[src/rtl/timer_cmd_initiator.sv]
// Timer initiator: sends HDR plus the delay code MSB-first on data, waits for done, acks it and pulses complete.
// Latency from start accept to the last delay bit is 8 cycles; start is ignored while busy. Optional watchdog: TIMER_CMD_WDOG_EN.
module timer_cmd_initiator #(
   parameter logic [3:0] HDR             = 4'b1101,
   parameter int         DLY_W           = 4,
   parameter int         CYCLES_PER_UNIT = 1000,
   parameter int         TIMEOUT_MARGIN  = 64
) (
   input  logic             clk,
   input  logic             reset,
   input  logic             start,
   input  logic [DLY_W-1:0] delay,
   output logic             busy,
   output logic             complete,
   output logic             timeout,
   output logic             data,
   output logic             ack,
   input  logic             counting,
   input  logic             done,
   output logic             busy_timer
);
   localparam int               CNT_W    = (DLY_W > 4) ? $clog2(DLY_W) : 2;
   localparam logic [CNT_W-1:0] HDR_LAST = CNT_W'(3);
   localparam logic [CNT_W-1:0] DLY_LAST = CNT_W'(DLY_W - 1);

   typedef enum logic [2:0] {
      IDLE,
      SEND_HDR,
      SEND_DLY,
      WAIT_DONE,
      ACK
   } state_t;

   state_t           state, state_nxt;
   logic [CNT_W-1:0] cnt, cnt_nxt;
   logic [DLY_W-1:0] dly_q;
   logic             dly_load;
   logic             data_nxt;
   logic             ack_nxt;
   logic             complete_nxt;
   logic             wdog_hit;

`ifdef TIMER_CMD_WDOG_EN
   localparam int WW = $clog2((2 ** DLY_W) * CYCLES_PER_UNIT + TIMEOUT_MARGIN) + 1;

   logic [WW-1:0] wcnt;
   logic [WW-1:0] limit;

   assign limit    = (WW'(dly_q) + WW'(1)) * WW'(CYCLES_PER_UNIT) + WW'(TIMEOUT_MARGIN);
   assign wdog_hit = (wcnt + WW'(1)) == limit;

   // Counter restarts from zero on every entry into WAIT_DONE.
   always_ff @(posedge clk) begin
      if (reset) begin
         wcnt    <= '0;
         timeout <= 1'b0;
      end else begin
         timeout <= (state == WAIT_DONE) && !done && wdog_hit;
         if ((state == WAIT_DONE) && !done && !wdog_hit)
            wcnt <= wcnt + WW'(1);
         else
            wcnt <= '0;
      end
   end
`else
   assign wdog_hit = 1'b0;
   assign timeout  = 1'b0;
`endif

   always_comb begin
      state_nxt    = state;
      cnt_nxt      = cnt;
      dly_load     = 1'b0;
      ack_nxt      = 1'b0;
      complete_nxt = 1'b0;
      case (state)
         IDLE: begin
            // A start coinciding with the complete pulse is refused.
            if (start && !complete) begin
               state_nxt = SEND_HDR;
               cnt_nxt   = '0;
               dly_load  = 1'b1;
            end
         end
         SEND_HDR: begin
            if (cnt == HDR_LAST) begin
               state_nxt = SEND_DLY;
               cnt_nxt   = '0;
            end else begin
               cnt_nxt = cnt + CNT_W'(1);
            end
         end
         SEND_DLY: begin
            if (cnt == DLY_LAST) begin
               state_nxt = WAIT_DONE;
               cnt_nxt   = '0;
            end else begin
               cnt_nxt = cnt + CNT_W'(1);
            end
         end
         WAIT_DONE: begin
            if (done) begin
               state_nxt = ACK;
               ack_nxt   = 1'b1;
            end else if (wdog_hit) begin
               state_nxt    = IDLE;
               complete_nxt = 1'b1;
            end
         end
         ACK: begin
            if (done) begin
               ack_nxt = 1'b1;
            end else begin
               state_nxt    = IDLE;
               complete_nxt = 1'b1;
            end
         end
         default: state_nxt = IDLE;
      endcase
   end

   // Serial bit for the next cycle, selected by where the frame will be.
   always_comb begin
      data_nxt = 1'b0;
      if (state_nxt == SEND_HDR)
         data_nxt = HDR[HDR_LAST - cnt_nxt];
      else if (state_nxt == SEND_DLY)
         data_nxt = dly_q[DLY_LAST - cnt_nxt];
   end

   always_ff @(posedge clk) begin
      if (reset) begin
         state      <= IDLE;
         cnt        <= '0;
         dly_q      <= '0;
         data       <= 1'b0;
         ack        <= 1'b0;
         complete   <= 1'b0;
         busy       <= 1'b0;
         busy_timer <= 1'b0;
      end else begin
         state      <= state_nxt;
         cnt        <= cnt_nxt;
         data       <= data_nxt;
         ack        <= ack_nxt;
         complete   <= complete_nxt;
         busy       <= (state_nxt != IDLE);
         busy_timer <= (state_nxt == WAIT_DONE) && counting;
         if (dly_load)
            dly_q <= delay;
      end
   end
endmodule
[config.mk]
export PLATFORM = sky130hd
export DESIGN_NAME = timer_cmd_initiator
export DESIGN_NICKNAME = d
export VERILOG_FILES = /design/src/rtl/timer_cmd_initiator.sv
export SDC_FILE = /design/constraint.sdc
export NUM_CORES = 1
export LEC_CHECK = 0
export BUFFER_PORTS_ARGS = -buffer_cell sky130_fd_sc_hd__buf_2
export CAP_MARGIN = 0
export CORE_ASPECT_RATIO = 1.4
export CORE_MARGIN = 1.5
export CORE_UTILIZATION = 30
export CTS_BUF_LIST = sky130_fd_sc_hd__clkbuf_2 sky130_fd_sc_hd__clkbuf_4 sky130_fd_sc_hd__clkbuf_8
export DETAILED_ROUTE_END_ITERATION = 16
export MAX_ROUTING_LAYER = met4
export SLEW_MARGIN = 20
export SYNTH_ARGS = -nofsm -noshare
export SYNTH_HDL_FRONTEND = slang
export SYNTH_SLANG_ARGS = --single-unit
[constraint.sdc]
create_clock -name clk -period 1.8 [get_ports clk]
set_input_delay 0.36 -clock clk [delete_from_list [all_inputs] [get_ports clk]]
set_output_delay 0.36 -clock clk [all_outputs]
set_load 0.01 [all_outputs]
* After elaboration in Yosys (flattened, before gate mapping)
Cells that the tools add are included.
** Storage, ports and cells
- Input bits :: 9
- Logic and storage cells :: 49
- Output and inout bits :: 6
- Register bits after elaboration :: 14
** Operators by class
- Order comparisons :: 1
- Equality and inequality tests :: 8
- Bitwise operators :: 2
- Add/sub/neg operators :: 2
- Mux-type cells :: 19
- Reductions and logical operators :: 9
** Operators with widths (number)
- two-way mux 3 bit :: 5
- one-hot mux 3 bit (5 select lines) :: 1
- equality test 3 x 2 -> 1 bit (second input constant) :: 4
- two-way mux 1 bit :: 8
- OR reduction 2 bit :: 4
- equality test 3 x 1 -> 1 bit (second input constant) :: 2
- binary-select mux 1 bit (select 2 bit) :: 2
- two-way mux 2 bit :: 2
- one-hot mux 2 bit (2 select lines) :: 1
- equality test 3 bit (second input constant) :: 1
- zero test 3 bit :: 1
- < comparator 2 x 3 -> 1 bit (second input constant) :: 1
- nonzero test 3 bit :: 1
- adder 2 x 1 -> 2 bit (second input constant) :: 1
- equality test 2 bit (second input constant) :: 1
- logical AND 1 bit :: 2
- inverter 1 bit :: 2
- subtractor 2 bit (first input constant) :: 1
- zero test 1 bit :: 1

* Longest topological paths before layout
- Depth after elaboration :: 9
- Mapped depth :: 7
- Depth with buffers taken out :: 7

* Worst setup path before layout
OpenSTA, ideal clock, no wires.
- Kind :: reg2reg
- From :: register state[0]
- To :: register data
- Library setup time :: 103 ps
- Path buffers :: 0
- Arrival time :: 1510 ps
- Stages on the path, launching flop included :: 7
- Slack :: 186 ps
- Data required time :: 1697 ps
- Cell sequence :: dfxtp_1 -> or2_1 -> o21ai_2 -> a22oi_4 -> mux2i_1 -> a21o_1 -> a2111oi_2
** On the way
- Cells in the longest elaborated chain, start to end :: 8
- Elaborated cells on any way between the ends :: 22
- Classes of those cells :: 1 x add/sub; 6 x eq/ne; 13 x mux; 2 x reduce/logical
** Ends and longest elaborated chain
- from (decl) :: RTL line 34 : state_t state, state_nxt;
- from (signal assigned) :: RTL line 142 : state <= state_nxt;
- equality test 3 x 2 -> 1 bit or equality test 3 x 1 -> 1 bit (tied branches) :: RTL line 76 : case (state)
- OR reduction 2 bit (no line)
- one-hot mux 2 bit (2 select lines) :: RTL line 76
- subtractor 2 bit :: RTL line 126, 128
- binary-select mux 1 bit (select 2 bit) :: RTL line 128 : data_nxt = dly_q[DLY_LAST - cnt_nxt];
- two-way mux 1 bit (not written as such) :: RTL line 128
- two-way mux 1 bit :: RTL line 127 : else if (state_nxt == SEND_DLY)
- two-way mux 1 bit (*) :: RTL line 125 : if (state_nxt == SEND_HDR)
- to (signal assigned) :: RTL line 144 : data <= data_nxt;
- to (decl) :: RTL line 16 : output logic data,
Every way passes the cells marked *; elsewhere a longest branch is shown, timed or not. The select of a mux whose other input is x is not followed.
A chain may end at the register's enable or synchronous reset.

* Final worst setup path
Ends and elaborated chain as after synthesis.

==> flow_summary.json <==
{
  "status": "finished clean",
  "hold-path-cell-count": 2,
  "ant_nets": 0,
  "finalMaxSlewViolations": 0,
  "routed_via_density": 5.02,
  "rows": 20,
  "final.min_clock_period_ps": 1690,
  "cp-start-kind": "flip-flop",
  "synthFlopType": "dfxtp_1",
  "grt_pass1_wl_um": 2070,
  "clkTransAtPathRegs_ps": 80,
  "num_io_pins": 15,
  "synth.top_cells.by_area": "dfxtp_1, mux2i_1, nor2_1",
  "clock-skew-final_ps": 2.83,
  "grt_max_degree": 13,
  "path_cells": "or2_4, o21ai_4, a22oi_4, mux2i_1, a21o_1, a2111oi_4",
  "syn_to_final_growth_pct": 20.8,
  "stdcell_area_um2": 835,
  "yosys.area.top_type": "dfxtp_1",
  "wl_um": 1290,
  "drc": 0,
  "syn_area_per_cell_um2": 9.21,
  "rr_endpoint": "data",
  "muxShareOfSynthArea": 0.103,
  "cts_sinks": 14,
  "synth_top_family_by_area": "simple AND/OR/NAND/NOR gates",
  "hp-class": "in -> reg",
  "internal_power_uw": 443,
  "async_reset_ff_frac": 0,
  "path_max_fanout": 4,
  "yosysTopAreaCellShare": 0.406,
  "htree_num_levels": 1,
  "worstSetupPathType": "reg -> reg",
  "reg2reg_slack_ps": 110,
  "hold_end": "complete",
  "synth-seq-cells": 14,
  "synth.distinct_cells": 34,
  "hp-start": "done",
  "max_freq_mhz": 591,
  "pwr-share-clk": 0.294,
  "detail_route.iter0.violations": 9,
  "final.fill_count": 221,
  "cts_tree": "done",
  "insertion_delay_ps": 270,
  "cts_root_buf": "clkbuf_4",
  "p_sw_uw": 153,
  "fin_nets": 101,
  "dp_slack_ps": 52.3,
  "synthAdderAreaFrac": 0.0181,
  "die_area_um2": 2600,
  "placed_area_um2": 773,
  "clockBufferDepth": 2,
  "cts-buffers-inserted": 3,
  "r2r_cells": 6,
  "crit_path_top_delay_cell": "dfxtp_2",
  "cap_violations": 0,
  "p_sw_frac": 0.257,
  "setup_tns_ps": 0,
  "n_antenna_cell": 0,
  "endpoint_kind": "flip-flop",
  "p_comb_frac": 0.150,
  "place.gp.congestion": 0.776,
  "place_hpwl_um": 974,
  "r2r-start": "state[0]",
  "setup_ws_ps": 109,
  "synthTopCellsByCount": "dfxtp_1, nor2_1, mux2i_1",
  "routedWlPerCell_um": 11.6,
  "dr.pass1.iters": 4,
  "seqPwrFrac": 0.556,
  "overflow": 0,
  "setup_violations": 0,
  "grt_setup_unrepaired": "false",
  "syn_inst": 75,
  "finalHoldViolCount": 0,
  "synth-seq-area-share": 0.406,
  "synth-compound-area-share": 0.165,
  "chipHeight_um": 59.8,
  "die_x_um": 43.6,
  "netlist_area_um2": 691,
  "synth-simple-area-share": 0.232,
  "synth_nets": 85,
  "synth_xor_area_frac": 0.0127,
  "required_ps": 1980,
  "critPathArrivalTime_ps": 1870,
  "num_vias": 557,
  "core-area_um2": 2180,
  "powerDensity_nw_per_um2": 713,
  "grt_pass1_vias": 486,
  "finalCritPeriodShare": 0.939,
  "start_util": 0.317,
  "grt_usage": 0.109,
  "peakVddDrop_v": 0.000383,
  "antenna_found_initial": 0,
  "synth_edf_count": 0,
  "yosysWarnings": 0,
  "io_buffer_count": 13,
  "leakage_nw": 0.366,
  "drive_above_1_share": 0.348,
  "slowest_delay_ps": 350
}
==> layer usage <==
layer / GRT usage / routed length [um] / up-vias
met2: 0.166 / 647 / 10
li1: - / - / 286
met4: 0.0649 / 19 / 0
met5: - / 0 / -
met3: 0.0272 / 36 / 2
met1: 0.128 / 583 / 259
==> worst max path at each step <==
stage,start,end,slack (ps)
5_1_grt,state[0],data,1
3_3_place_gp,state[0],data,90
6_report,state[0],data,110
3_5_place_dp,state[0],data,50
4_1_cts,state[0],data,30
2_1_floorplan,state[0],data,190
==> cell type report <==
cell class / instances / area (um2) / share of cell area
sequential: 14 / 284 / 0.340
inverter: 2 / 7.51 / 0.00900
tap: 22 / 27.5 / 0.0330
multi-input combinational: 54 / 405 / 0.486
timing repair buffer: 16 / 87.6 / 0.105
clock buffer: 3 / 22.5 / 0.0270
==> worst max-delay path, delay by kind of cell, from the launching register on <==
kind	cells	cell delay (ps)
flops	1	350
simple gates	1	280
compound gates	4	820
mux	1	140
==> power by group through the flow <==
stage | sequential (mW) | combinational, mW | clock, mW
2_1_floorplan | 0.338 | 0.0583 | 0
3_3_place_gp | 0.337 | 0.0808 | 0
6_report | 0.331 | 0.0894 | 0.175
3_5_place_dp | 0.337 | 0.0823 | 0
5_1_grt | 0.333 | 0.0981 | 0.196
4_1_cts | 0.330 | 0.0825 | 0.178
==> registers in the layout, indices dropped and copies added (netlist names) <==
name        cells
ack             1
busy_timer      1
state           3
complete        1
dly_q           4
cnt             2
data            1
busy            1
==> cells by family (layout without fill, tap and decap cells) <==
kind of cell,Yosys count,count (layout)
flops,14,14
mux,7,7
fa+ha+maj,1,1
compound gates,13,13
other cells,1,1
buf+inv,7,21
simple gates,31,31
xor+xnor,1,1
==> layout by cell type (no fill, tap or decap) <==
| cell type | Yosys | routed |
|---|---|---|
| buf_4 | 1 | 3 |
| a21oi_2 | 1 | 1 |
| nor4b_1 | 1 | 1 |
| nand2_1 | 4 | 4 |
| or2_4 | 0 | 1 |
| conb_1 | 1 | 1 |
| a2111oi_4 | 0 | 1 |
| nand2b_1 | 1 | 1 |
| nand4b_1 | 1 | 1 |
| inv_1 | 2 | 2 |
| dfxtp_2 | 0 | 3 |
| nor2b_1 | 1 | 1 |
| a22oi_4 | 1 | 1 |
| clkbuf_4 | 0 | 3 |
| o21ai_0 | 3 | 3 |
| and3b_1 | 2 | 2 |
| buf_2 | 2 | 13 |
| a21o_1 | 1 | 1 |
| or3_1 | 1 | 1 |
| a211oi_1 | 1 | 1 |
| xnor2_1 | 1 | 1 |
| nor2_1 | 14 | 14 |
| nor3b_1 | 1 | 1 |
| o21ai_4 | 0 | 1 |
| mux2_2 | 1 | 1 |
| ha_4 | 0 | 1 |
| mux2i_1 | 6 | 6 |
| a21oi_1 | 2 | 2 |
| nand3_1 | 1 | 1 |
| a22oi_2 | 1 | 1 |
| o31ai_1 | 1 | 1 |
| dfxtp_1 | 14 | 11 |
| nor3_1 | 2 | 2 |
| nor3_2 | 1 | 1 |
==> per-stage QoR <==
| stage | cells | util | hold WS [ps] | power (mW) |
|---|---|---|---|---|
| final | 111 | 0.383 | 316 | 0.595 |
| after CTS | 111 | 0.366 | 309 | 0.590 |
| after global placement | 108 | 0.355 | 479 | 0.418 |
| after global routing | 111 | 0.383 | 300 | 0.627 |
| after floorplan | 75 | - | 437 | 0.396 |
| after detailed placement | 108 | 0.355 | 495 | 0.420 |
==> timing repair <==
action                                  in CTS  in global routing
hold buffers                                 0                  0
resized for setup                            0                  8
buffers inserted                             0                  0
endpoints found under the setup margin       0                  1
Note: power is estimated with default switching activity, not from simulation.
